File: src/rtl/kmer_hash_sched.sv
// rtl/kmer_hash_sched.sv - streaming base-4 rolling k-mer hash scheduler
// Optional KMER_CANONICAL_EN: emit min(forward, reverse-complement) hash.
module kmer_hash_sched #(
  parameter int K     = 4,
  parameter int POS_W = 16
) (
  input  logic             clk,
  input  logic             rst,
  input  logic [7:0]       char_in,
  input  logic             char_valid,
  output logic             char_ready,
  input  logic             seq_start,
  output logic [31:0]      hash_out,
  output logic [POS_W-1:0] pos_out,
  output logic             hash_valid,
  input  logic             hash_ready
);

  localparam int CW  = $clog2(K + 1);
  localparam int OSH = 2 * (K - 1);
  localparam logic [31:0]   HMASK = (K >= 16) ? 32'hFFFF_FFFF : ((32'd1 << (2 * K)) - 32'd1);
  localparam logic [CW-1:0] KC    = CW'(K);

  typedef enum logic {FILL, ROLL} phase_t;

  logic [CW-1:0]      fill_cnt, fill_b, fill_nx;
  logic [31:0]        hash, hash_b, hash_nx, hash_ld;
  logic [K-1:0][1:0]  window, window_b, window_nx;
  logic [POS_W-1:0]   pos, pos_b, pos_nx;
  logic [31:0]        hash_out_r;
  logic [POS_W-1:0]   pos_out_r;
  logic               hash_valid_r;
  logic               accept, load, code_ok;
  logic [1:0]         code, out_code;
  phase_t             phase;
`ifdef KMER_CANONICAL_EN
  logic [31:0]        rc, rc_b, rc_nx;
`endif

  assign char_ready = !hash_valid_r || hash_ready;
  assign accept     = char_valid && char_ready;
  assign hash_out   = hash_out_r;
  assign pos_out    = pos_out_r;
  assign hash_valid = hash_valid_r;

  always_comb begin
    code    = 2'd0;
    code_ok = 1'b1;
    case (char_in)
      8'h41, 8'h61: code = 2'd0;
      8'h43, 8'h63: code = 2'd1;
      8'h47, 8'h67: code = 2'd2;
      8'h54, 8'h74: code = 2'd3;
      default:      code_ok = 1'b0;
    endcase
  end

  // seq_start clears first so a simultaneous accept lands at position 0
  always_comb begin
    fill_b   = seq_start ? '0 : fill_cnt;
    hash_b   = seq_start ? '0 : hash;
    window_b = seq_start ? '0 : window;
    pos_b    = seq_start ? '0 : pos;
    phase    = (fill_b == KC) ? ROLL : FILL;
    out_code = window_b[K-1];
    fill_nx  = fill_b;
    hash_nx  = hash_b;
    window_nx = window_b;
    pos_nx   = pos_b;
    load     = 1'b0;
`ifdef KMER_CANONICAL_EN
    rc_b  = seq_start ? '0 : rc;
    rc_nx = rc_b;
`endif
    if (accept) begin
      pos_nx = pos_b + POS_W'(1);
      if (code_ok) begin
        for (int i = K - 1; i > 0; i--) window_nx[i] = window_b[i-1];
        window_nx[0] = code;
`ifdef KMER_CANONICAL_EN
        rc_nx = (rc_b >> 2) | ({30'd0, 2'd3 - code} << OSH);
`endif
        case (phase)
          FILL: begin
            hash_nx = ((hash_b << 2) | {30'd0, code}) & HMASK;
            fill_nx = fill_b + CW'(1);
            load    = (fill_b == KC - CW'(1));
          end
          ROLL: begin
            hash_nx = (((hash_b - ({30'd0, out_code} << OSH)) << 2) | {30'd0, code}) & HMASK;
            load    = 1'b1;
          end
          default: ;
        endcase
      end else begin
        fill_nx = '0;
        hash_nx = '0;
`ifdef KMER_CANONICAL_EN
        rc_nx = '0;
`endif
      end
    end
`ifdef KMER_CANONICAL_EN
    hash_ld = (rc_nx < hash_nx) ? rc_nx : hash_nx;
`else
    hash_ld = hash_nx;
`endif
  end

  always_ff @(posedge clk) begin
    if (rst) begin
      fill_cnt     <= '0;
      hash         <= '0;
      window       <= '0;
      pos          <= '0;
      hash_out_r   <= '0;
      pos_out_r    <= '0;
      hash_valid_r <= 1'b0;
`ifdef KMER_CANONICAL_EN
      rc           <= '0;
`endif
    end else begin
      fill_cnt <= fill_nx;
      hash     <= hash_nx;
      window   <= window_nx;
      pos      <= pos_nx;
`ifdef KMER_CANONICAL_EN
      rc       <= rc_nx;
`endif
      // a load only happens on accept, which implies the old hash was taken
      if (load) begin
        hash_valid_r <= 1'b1;
        hash_out_r   <= hash_ld;
        pos_out_r    <= pos_b;
      end else if (hash_ready) begin
        hash_valid_r <= 1'b0;
      end
    end
  end

endmodule

File: config.mk
export PLATFORM = sky130hd
export DESIGN_NAME = kmer_hash_sched
export DESIGN_NICKNAME = d
export VERILOG_FILES = /design/src/rtl/kmer_hash_sched.sv
export SDC_FILE = /design/constraint.sdc
export NUM_CORES = 1
export LEC_CHECK = 0
export BUFFER_PORTS_ARGS = -buffer_cell sky130_fd_sc_hd__buf_2
export CAP_MARGIN = 20
export CORE_ASPECT_RATIO = 1.5
export CORE_MARGIN = 3
export CORE_UTILIZATION = 56
export DETAILED_ROUTE_END_ITERATION = 12
export PLACE_DENSITY = 0.82
export REMOVE_ABC_BUFFERS = 1
export SLEW_MARGIN = 20
export SYNTH_ARGS = -nofsm -noshare
export SYNTH_HDL_FRONTEND = slang
export SYNTH_SLANG_ARGS = --single-unit
export TNS_END_PERCENT = 100
File: constraint.sdc
create_clock -name clk -period 5.4 [get_ports clk]
set_input_delay 0.27 -clock clk [delete_from_list [all_inputs] [get_ports clk]]
set_output_delay 0.27 -clock clk [all_outputs]
set_load 0.005 [all_outputs]
== After elaboration in Yosys (flattened, before gate mapping) ==
Index checks and enable logic that the tools add are counted.
Widths: inputs -> output; s select.

* Register bits after elaboration: 100
* Bits of input ports: 13
* Output and inout bits: 50
* Logic and storage cells: 48

* Add/sub/neg operators: 3
* Equality and inequality tests: 10
* Mux-type cells: 18
* Bitwise gates (word level): 3
* Reduce and logical (&&, ||, !) cells: 8

{| class="wikitable"
|+ Operators by type and width
! cell !! number
|-
| $mux 32 || 3
|-
| $eq 8x7->1 const B || 8
|-
| $pmux 32 s2 || 1
|-
| $mux 16 || 2
|-
| $add 16x1->16 const B || 1
|-
| $or 8x2->8 || 2
|-
| $mux 3 || 4
|-
| $reduce_or 8->1 || 1
|-
| $mux 1 || 6
|-
| $pmux 2 s3 || 1
|-
| $reduce_or 2->1 || 3
|-
| $sub 6x1->6 const B || 1
|-
| $add 3x1->3 const B || 1
|-
| $eq 3x2->1 const B || 1
|-
| $eq 3x3->1 const B || 1
|-
| $pmux 1 s2 || 1
|-
| $reduce_bool 2->1 || 1
|-
| $logic_and 1x1->1 || 1
|-
| $logic_not 1->1 || 1
|-
| $logic_or 1x1->1 || 1
|-
| $not 1->1 || 1
|}

== Longest topological paths before layout ==
Gate-level depths: netlist of run 1.

* Depth after elaboration: 8
* Depth in mapped cells: 9
* Depth with buffers taken out: 7

== Worst setup path before layout of run 1 ==
OpenSTA, ideal clock, no wires.

* Path type: input to register
* Start: in seq_start
* End: reg hash_out_r[0] (netlist: hash_out[0])
* Setup time: 0.123 ns
* Arrival: 1.905 ns
* Required time: 5.277 ns
* Setup slack: 3.371 ns
* Stages on the path: 9
* Buffers on the path: 2
* Path through: clkbuf_1 -> inv_2 -> nand2_1 -> ha_1 -> and3b_1 -> a21o_1 -> nand3_1 -> buf_2 -> mux2_1

* Word-level cells in the longest chain between the ends: 7
* Elaborated cells on any way between the ends: 12
* Those cells by class: eq/ne (2); mux (9); bitwise (1)

{| class="wikitable"
|+ Ends and longest elaborated chain
! what !! line !! text
|-
| from (decl) || 12 || <nowiki>input logic seq_start,</nowiki>
|-
| $mux 3 || 60 || <nowiki>fill_b = seq_start ? '0 : fill_cnt;</nowiki>
|-
| $eq 3x3->1 || 64 || <nowiki>phase = (fill_b == KC) ? ROLL : FILL;</nowiki>
|-
| $mux 1 || 64 ||
|-
| $not 1->1 || -- ||
|-
| $pmux 32 s2 or $pmux 1 s2 (tied branches) || 83 || <nowiki>case (phase)</nowiki>
|-
| $mux 32 or $mux 1 (tied branches) || 77 || <nowiki>if (code_ok) begin</nowiki>
|-
| $mux 32 or $mux 1 (tied branches) || 75 || <nowiki>if (accept) begin</nowiki>
|-
| to (signal assigned) || 133 || <nowiki>hash_out_r <= hash_ld;</nowiki>
|-
| to (decl) || 30 || <nowiki>logic [31:0] hash_out_r;</nowiki>
|}

Several ways; a longest one is shown, not always the timed one. The select of a mux whose other input is x is not followed.
A chain may end at the register's enable or synchronous reset.

== Final worst setup path of run 1 ==
* Start: reg hash_valid_r (netlist: hash_valid)
* End: reg pos_out_r[6] (netlist: pos_out[6])

* Word-level cells in the longest chain between the ends: 4

{| class="wikitable"
|+ Ends and longest elaborated chain
! what !! line !! text
|-
| from (decl) || 32 || <nowiki>logic hash_valid_r;</nowiki>
|-
| from (signal assigned) || 118 || <nowiki>hash_valid_r <= 1'b0;</nowiki>
|-
| from (signal assigned) || 132 || <nowiki>hash_valid_r <= 1'b1;</nowiki>
|-
| from (signal assigned) || 136 || <nowiki>hash_valid_r <= 1'b0;</nowiki>
|-
| $logic_not 1->1 || 40 || <nowiki>assign char_ready = !hash_valid_r || hash_ready;</nowiki>
|-
| $logic_or 1x1->1 || 40 ||
|-
| $logic_and 1x1->1 || 41 || <nowiki>assign accept = char_valid && char_ready;</nowiki>
|-
| $mux 1 || 75 ||
|-
| to (signal assigned) || 134 || <nowiki>pos_out_r <= pos_b;</nowiki>
|-
| to (decl) || 31 || <nowiki>logic [POS_W-1:0] pos_out_r;</nowiki>
|}

No other way between the ends.

==> run metrics, run 1 <==
status=finished, final reports clean; M1 GR Usage=22.7%; critical path endpoint category=flop; RSZ-0062 raised after global routing=no; CTS tree=built; CP startpoint kind=flop; Final Max Tran Viols=0; # H-tree levels=3; DRC=0; worst skew pair latency=340 ps; clock root buffer=clkbuf_8; largest net degree at the start of global routing=46; Syn Inst Count=317; fmax=458 MHz; Sw Pwr=206 uW; Final Hold Fails=0; synthesized-area fraction occupied by adder cells=1.26%; Critical Path RT=5630 ps; # resized after CTS=0; global-route wire length before repair=9930 um; Worst R2R Setup Slack=3220 ps; worst reg2reg path depth=6; met3 global-route usage=5.90%; cell area after layout=3470 sq um; via count=2,349; vias in the first global route=2,277; non-filler cells, final=443; cell area after synthesis=2970 sq um; Post-DP HPWL=4060 um; post-synthesis sequential element count=74; initial antenna violation count=0; CP Data Arrival Time=2410 ps; Final min period=2180 ps; DR vias/cell=5.30; PortBufs=61; setup violators final=0; Post-Synth XOR/XNOR Area=1.77%; crit path cell chain=nor2b_1 > inv_1 > and3_1 > nand3_1 > buf_4 > mux2_1; Synth Area in Compound Gates=9.13%; Worst Path Max Fanout=21; sequential share of power=58.0%; Comb pwr share=3.8%; Diodes inserted=0; Reg clk slew, reported paths=70 ps; GRT Overall Usage=20.6%; switching share of power=21.9%; hold path endpoint=hash[1]$_SDFF_PP0_; total of max-cap violations=0; FF+latch area=1480 sq um; Multi-input gate area=1390 sq um; Top Family by Delay on Critical Path=simple AND/OR/NAND/NOR gates; Post-Synth Simple-Gate Area=26.6%; clock buffer depth=2; syn avg cell area=9.38 sq um; Slowest cell on crit path=and3_1; Synth warnings=0; Hold Path Origin=char_in[2]; cts hold-fix bufs=0; post-synthesis sequential area ratio=49.8%; GPL Wtd Cong=0.841; Die H=95.3 um; I/O pin total=63; Fin Hold WS=266 ps; fillcell total=417; wirelength, routed=5820 um; grt total ovfl=0; Post-CTS Setup Repair Bufs=0; Initial Util=59.9%; Core Region=4960 sq um; global routing's busiest layer=met2; commonest cells after routing, fill and taps aside=74 x dfxtp_1, 61 x buf_2, 27 x nand2_1, 27 x and2_1, 21 x nand2b_1; Die X=65.5 um; RR Endpoint=pos_out[6]$_SDFFE_PP0P_; Hold WC Path Type=primary input to flop; max incr delay on CP=370 ps; Final Cycle Share=40.4%; Cell variety after synth=38; RR Startpoint=hash_valid$_SDFFE_PP0P_; CTS buffer count=9; Setup Total Neg Slack=0 ps; cell count of the worst hold path=3; share of layout cells above drive strength 1=21.5%; Leak Pwr=1.56 nW; Peak VDD IR=0.200 mV; dpl cell area=3310 sq um; die area=6240 sq um; Detailed Route Iter0 Violations=117; internal cell power=736 uW; Routed WL per cell=13.1 um; Area Overhead vs Synth=16.7%; nets@finish=388; final setup skew=5.41 ps; max_slew headroom=52.6%; dpl cells=427; most common cell after layout, fill and taps aside=dfxtp_1; drt pass-1 iters=4; row cnt=31; largest family of logic cells by synthesized area=simple AND/OR/NAND/NOR gates; Clk pwr share=38.2%; M2 GR Usage=35.8%; Worst Path Buf+Inv=2; mux cell area share after synthesis=7.87%; CP Depth=6; worst slew pin tran=711 ps; Crit Path Category=flop to flop; clk sinks=74; Final Util=69.9%; Routed Antenna Nets=0; pwr/cell area=272 nW/um^2
-- layout make-up --
cell class	instances	share of cell area, %
Tap cell	66	2.38
Timing Repair Buffer	64	9.45
Multi-Input combinational cell	216	40.0
Clock buffer	13	4.29
Sequential cell	74	42.7
Inverter	7	0.757
Clock inverter	3	0.433
-- layer usage --
| layer | wire length [um] | vias to the layer above |
|---|---|---|
| li1 | - | 1201 |
| met1 | 2510 | 1071 |
| met2 | 2810 | 64 |
| met3 | 355 | 13 |
| met4 | 141 | 0 |
| met5 | 0 | - |
-- logic make-up after synthesis --
group                      Yosys count
DFF                                 74
adders and majority gates            3
buffers and inverters               27
xor gates and xnor gates             6
and+or+nand+nor                    142
muxes                               23
AOI/OAI and AO/OA                   42
-- power by group through the flow --
stage               logic [mW]  registers (mW)  clock network, mW
floorplan               0.0176           0.559                  0
global placement        0.0347           0.559                  0
detailed placement      0.0357           0.559                  0
CTS                     0.0356           0.547              0.370
global route            0.0389           0.547              0.391
finish                  0.0354           0.547              0.360
-- tightest hold or removal path, stage by stage --
cell and delay, ps:
buf_2 120, o21ai_0 90, o31ai_1 80
-- worst max path at each step --
stage / endpoint / startpoint
after floorplan: hash_out[0]$_SDFFE_PP0P_ / hash_valid$_SDFFE_PP0P_
after global placement: hash_out[1]$_SDFFE_PP0P_ / seq_start
after detailed placement: hash_out[1]$_SDFFE_PP0P_ / seq_start
after CTS: hash_out[1]$_SDFFE_PP0P_ / hash_valid$_SDFFE_PP0P_
after global routing: hash_out[1]$_SDFFE_PP0P_ / hash_valid$_SDFFE_PP0P_
final: pos_out[6]$_SDFFE_PP0P_ / hash_valid$_SDFFE_PP0P_
-- state kept, by name, indices dropped and copies added (netlist names) --
| signal | cells |
|---|---|
| hash_out | 32 |
| pos_out | 16 |
| fill_cnt | 3 |
| pos | 16 |
| hash_valid | 1 |
| hash | 6 |
-- Yosys cell counts (all sizes together) --
library cell  instances  area share (%)
a21o                  2            0.50
a21oi                15             2.5
a31o                  1            0.29
a31oi                 4            0.84
a32oi                 5             1.5
and2                 27             5.7
and3                  2            0.42
and3b                 2            0.59
and4b                 1            0.34
buf                   3            0.50
clkbuf               17             2.1
dfxtp                74              50
ha                    3             1.3
inv                   7            0.88
mux2                  3             1.1
mux2i                20             6.7
nand2                27             3.4
nand2b               21             4.4
nand3                 9             1.5
nand3b                1            0.25
nand4                 8             1.7
nand4b                1            0.29
nor2                 15             1.9
nor2b                10             2.1
nor3                  3            0.50
nor3b                 2            0.50
nor4                  2            0.42
nor4bb                1            0.34
o211ai                2            0.50
o21ai                 4            0.67
o31ai                 8             2.0
o32ai                 1            0.29
or2                   1            0.21
or3                   5             1.1
or4                   4             1.0
xnor2                 3            0.88
xor2                  3            0.88
-- through the flow --
| step | setup WS, ps | total power [mW] |
|---|---|---|
| 2_1_floorplan | 2960 | 0.577 |
| 3_3_place_gp | 3140 | 0.594 |
| 3_5_place_dp | 3120 | 0.595 |
| 4_1_cts | 3170 | 0.952 |
| 5_1_grt | 3020 | 0.976 |
| 6_report | 3220 | 0.942 |
Power figures use the tool's default switching activity.
==> inputs of run 2 (changes only) <==
ABC_AREA = 1   (was default)
CORE_UTILIZATION = 48   (was 56)
PLACE_DENSITY = 0.74   (was 0.82)
clock period = 1.75 ns   (was 5.4 ns; I/O delays follow)
==> run 2 against run 1 <==
  * Area after synthesis is 8.5% higher
  * Via count is 23% higher
  * Largest power group unchanged
  * Setup slack worse by 3000 ps
  * Clock power grew to 4.3 times the previous value
  * Total power grew to 3.6 times the previous value
  * Flip-flop and latch count stayed put
  * Highest routed layer unchanged
  * Maximum frequency is 42% higher
  * Synthesized cell count is 50% higher
  * Utilization is 11 points lower
  * Non-clock buffer count is 10 higher
  * Final cell count is 39% higher
==> run metrics, run 2 <==
Leak Pwr=2.17 nW; Fin Hold WS=98.9 ps; worst skew pair latency=340 ps; max_slew headroom=69.6%; max reg flops=32; Yosys top cell by area=dfxtp_1; Reg clk slew, reported paths=70 ps; Final Max Tran Viols=0; DR vias/cell=4.70; Synth warnings=0; final setup skew=11.6 ps; Die H=106 um; Final Cycle Share=87.8%; commonest cells after routing, fill and taps aside=106 x nand2_1, 86 x nor2_1, 84 x inv_1; nets@finish=553; Cell variety after synth=27; Diodes inserted=0; Setup Total Neg Slack=0 ps; Synth top area share=45.9%; Peak VDD IR=0.545 mV; clock buffer depth=2; Post-synth EDFFs=0; post-synthesis sequential area ratio=45.9%; Post-DP HPWL=4600 um; setup ws final=214 ps; Detailed Route Iter0 Violations=147; Worst Path Max Fanout=5; I/O pin total=63; DRC=0; Setup WS pre-CTS=94.8 ps; CP Data Arrival Time=1770 ps; Critical Path RT=1980 ps; via count=2,898; max incr delay on CP=330 ps; drt pass-1 iters=4; top_reg_cell synth=dfxtp_1; post-synthesis sequential element count=74; setup violators final=0; worst reg2reg path depth=10; cell area after synthesis=3230 sq um; worst slew pin tran=455 ps; PortBufs=61; RR Startpoint=pos[1]$_SDFF_PP0_; Routed Antenna Nets=0; GPL Wtd Cong=0.852; Final min period=1540 ps; crit path cell chain=inv_1 > nor2_2 > ha_1 > nand2_1 > nor2_2 > nand3_2 > nor2_1 > nand3_1 > nand2_1 > a21oi_1; global-route wire length before repair=11,700 um; status=finished, final reports clean; vias in the first global route=2,822; clock root buffer=clkbuf_8; ranking of synthesized cells by area=dfxtp_1 46%, nand2_1 12%, nor2_1 10%; CP startpoint kind=flop; Crit Path Category=flop to flop; Core Region=6530 sq um; Hold WC Path Type=primary input to flop; Final Hold Fails=0; critical path endpoint category=flop; fillcell total=613; fmax=651 MHz; row cnt=36; total of max-cap violations=0; largest net degree at the start of global routing=40; CTS buffer count=9; grt total ovfl=0; Commonest cells post-synth=106 x nand2_1, 88 x nor2_1, 84 x inv_1; Final Util=59.3%; Worst R2R Setup Slack=210 ps; cell count of the worst hold path=4; Routed WL per cell=10.8 um; Initial Util=49.4%; CTS tree=built; Slowest cell on crit path=dfxtp_1; share of layout cells above drive strength 1=18.5%; die area=7770 sq um; top-count cell post-synth=nand2_1; most common cell after layout, fill and taps aside=nand2_1; Hold Path Origin=hash_ready; RSZ-0062 raised after global routing=no; clk sinks=74; wirelength, routed=6670 um; syn avg cell area=6.81 sq um; Area Overhead vs Synth=20.1%; Die X=73.0 um; pwr/cell area=867 nW/um^2; GRT Overall Usage=18.7%; initial antenna violation count=0; Synth async-reset ratio=0%; Syn Inst Count=474; cts hold-fix bufs=0; # H-tree levels=3; hold path endpoint=hash_valid$_SDFFE_PP0P_; RR Endpoint=pos[10]$_SDFF_PP0_
==> run 2: cell types whose count changed in the layout (fill, tap and decap cells not counted), sizes merged, moves of 10 or more <==
cell,change
buf,+10
nand2b,-21
mux2i,-20
inv,+78
and2,-27
nand3,+33
nor2,+75
nand2,+81
nor2b,-10
==> run 2: cell type report <==
| type | instances | area, sq um | area share [%] |
|---|---|---|---|
| clock buffers | 10 | 128 | 3.29 |
| clock inverters | 5 | 104 | 2.68 |
| inverters | 86 | 323 | 8.33 |
| multi-input cells | 292 | 1320 | 34.0 |
| flip-flops and latches | 74 | 1480 | 38.2 |
| well taps | 76 | 95.1 | 2.45 |
| repair buffers | 74 | 428 | 11.0 |
==> run 2: kinds of logic (layout without fill, tap and decap cells) <==
family	count (synthesis)	in the layout	share of synthesized area (%)
xor gates and xnor gates	1	1	0.271
AOI/OAI and AO/OA	34	34	5.78
adders and majority gates	3	3	1.16
DFF	74	74	45.9
buffers and inverters	108	175	13.8
and+or+nand+nor	254	254	33.1
==> run 2: report_power, final <==
part,total (mW),internal (mW),switching (mW)
Clock,1.54,0.940,0.602
Sequential,1.69,1.69,0.00224
Combinational,0.128,0.0411,0.0864
Total,3.36,2.67,0.691
==> run 2: what timing repair did <==
item / in CTS / in global routing
gates resized for setup: 0 / 4
setup endpoints to repair: 0 / 5
buffers inserted: 0 / 3
==> run 2: stage by stage <==
| step | instances | total power, mW | area, sq um |
|---|---|---|---|
| after floorplan | 452 | 1.79 | 3110 |
| after global placement | 599 | 1.85 | 3610 |
| after detailed placement | 599 | 1.85 | 3610 |
| after CTS | 614 | 3.40 | 3840 |
| after global routing | 617 | 3.47 | 3880 |
| final | 617 | 3.36 | 3880 |
==> run 2: per-layer routing <==
| layer | routed length (um) | track usage [%] | share of wire [%] |
|---|---|---|---|
| met5 | 0 | 0 | 0 |
| met4 | 114 | 9.23 | 1.7 |
| met3 | 350 | 4.26 | 5.2 |
| met2 | 3350 | 32.5 | 50 |
| met1 | 2850 | 21.0 | 43 |
==> run 2: how the worst max path moves through the flow <==
stage / from / end / slack, ps
floorplan: seq_start / pos_out[13]$_SDFFE_PP0P_ / 20
global placement: pos[1]$_SDFF_PP0_ / pos[10]$_SDFF_PP0_ / 130
detailed placement: pos[1]$_SDFF_PP0_ / pos[10]$_SDFF_PP0_ / 90
CTS: pos[1]$_SDFF_PP0_ / pos[10]$_SDFF_PP0_ / 70
global route: hash_valid$_SDFFE_PP0P_ / pos[11]$_SDFF_PP0_ / 40
finish: pos[1]$_SDFF_PP0_ / pos[10]$_SDFF_PP0_ / 210
==> run 2: critical path: cells and delay by family, from the launching register on <==
family | cells | cell delay [ps]
compound gates | 1 | 40
flops | 1 | 330
simple gates | 7 | 790
buf+inv | 1 | 50
fa+ha+maj | 1 | 200
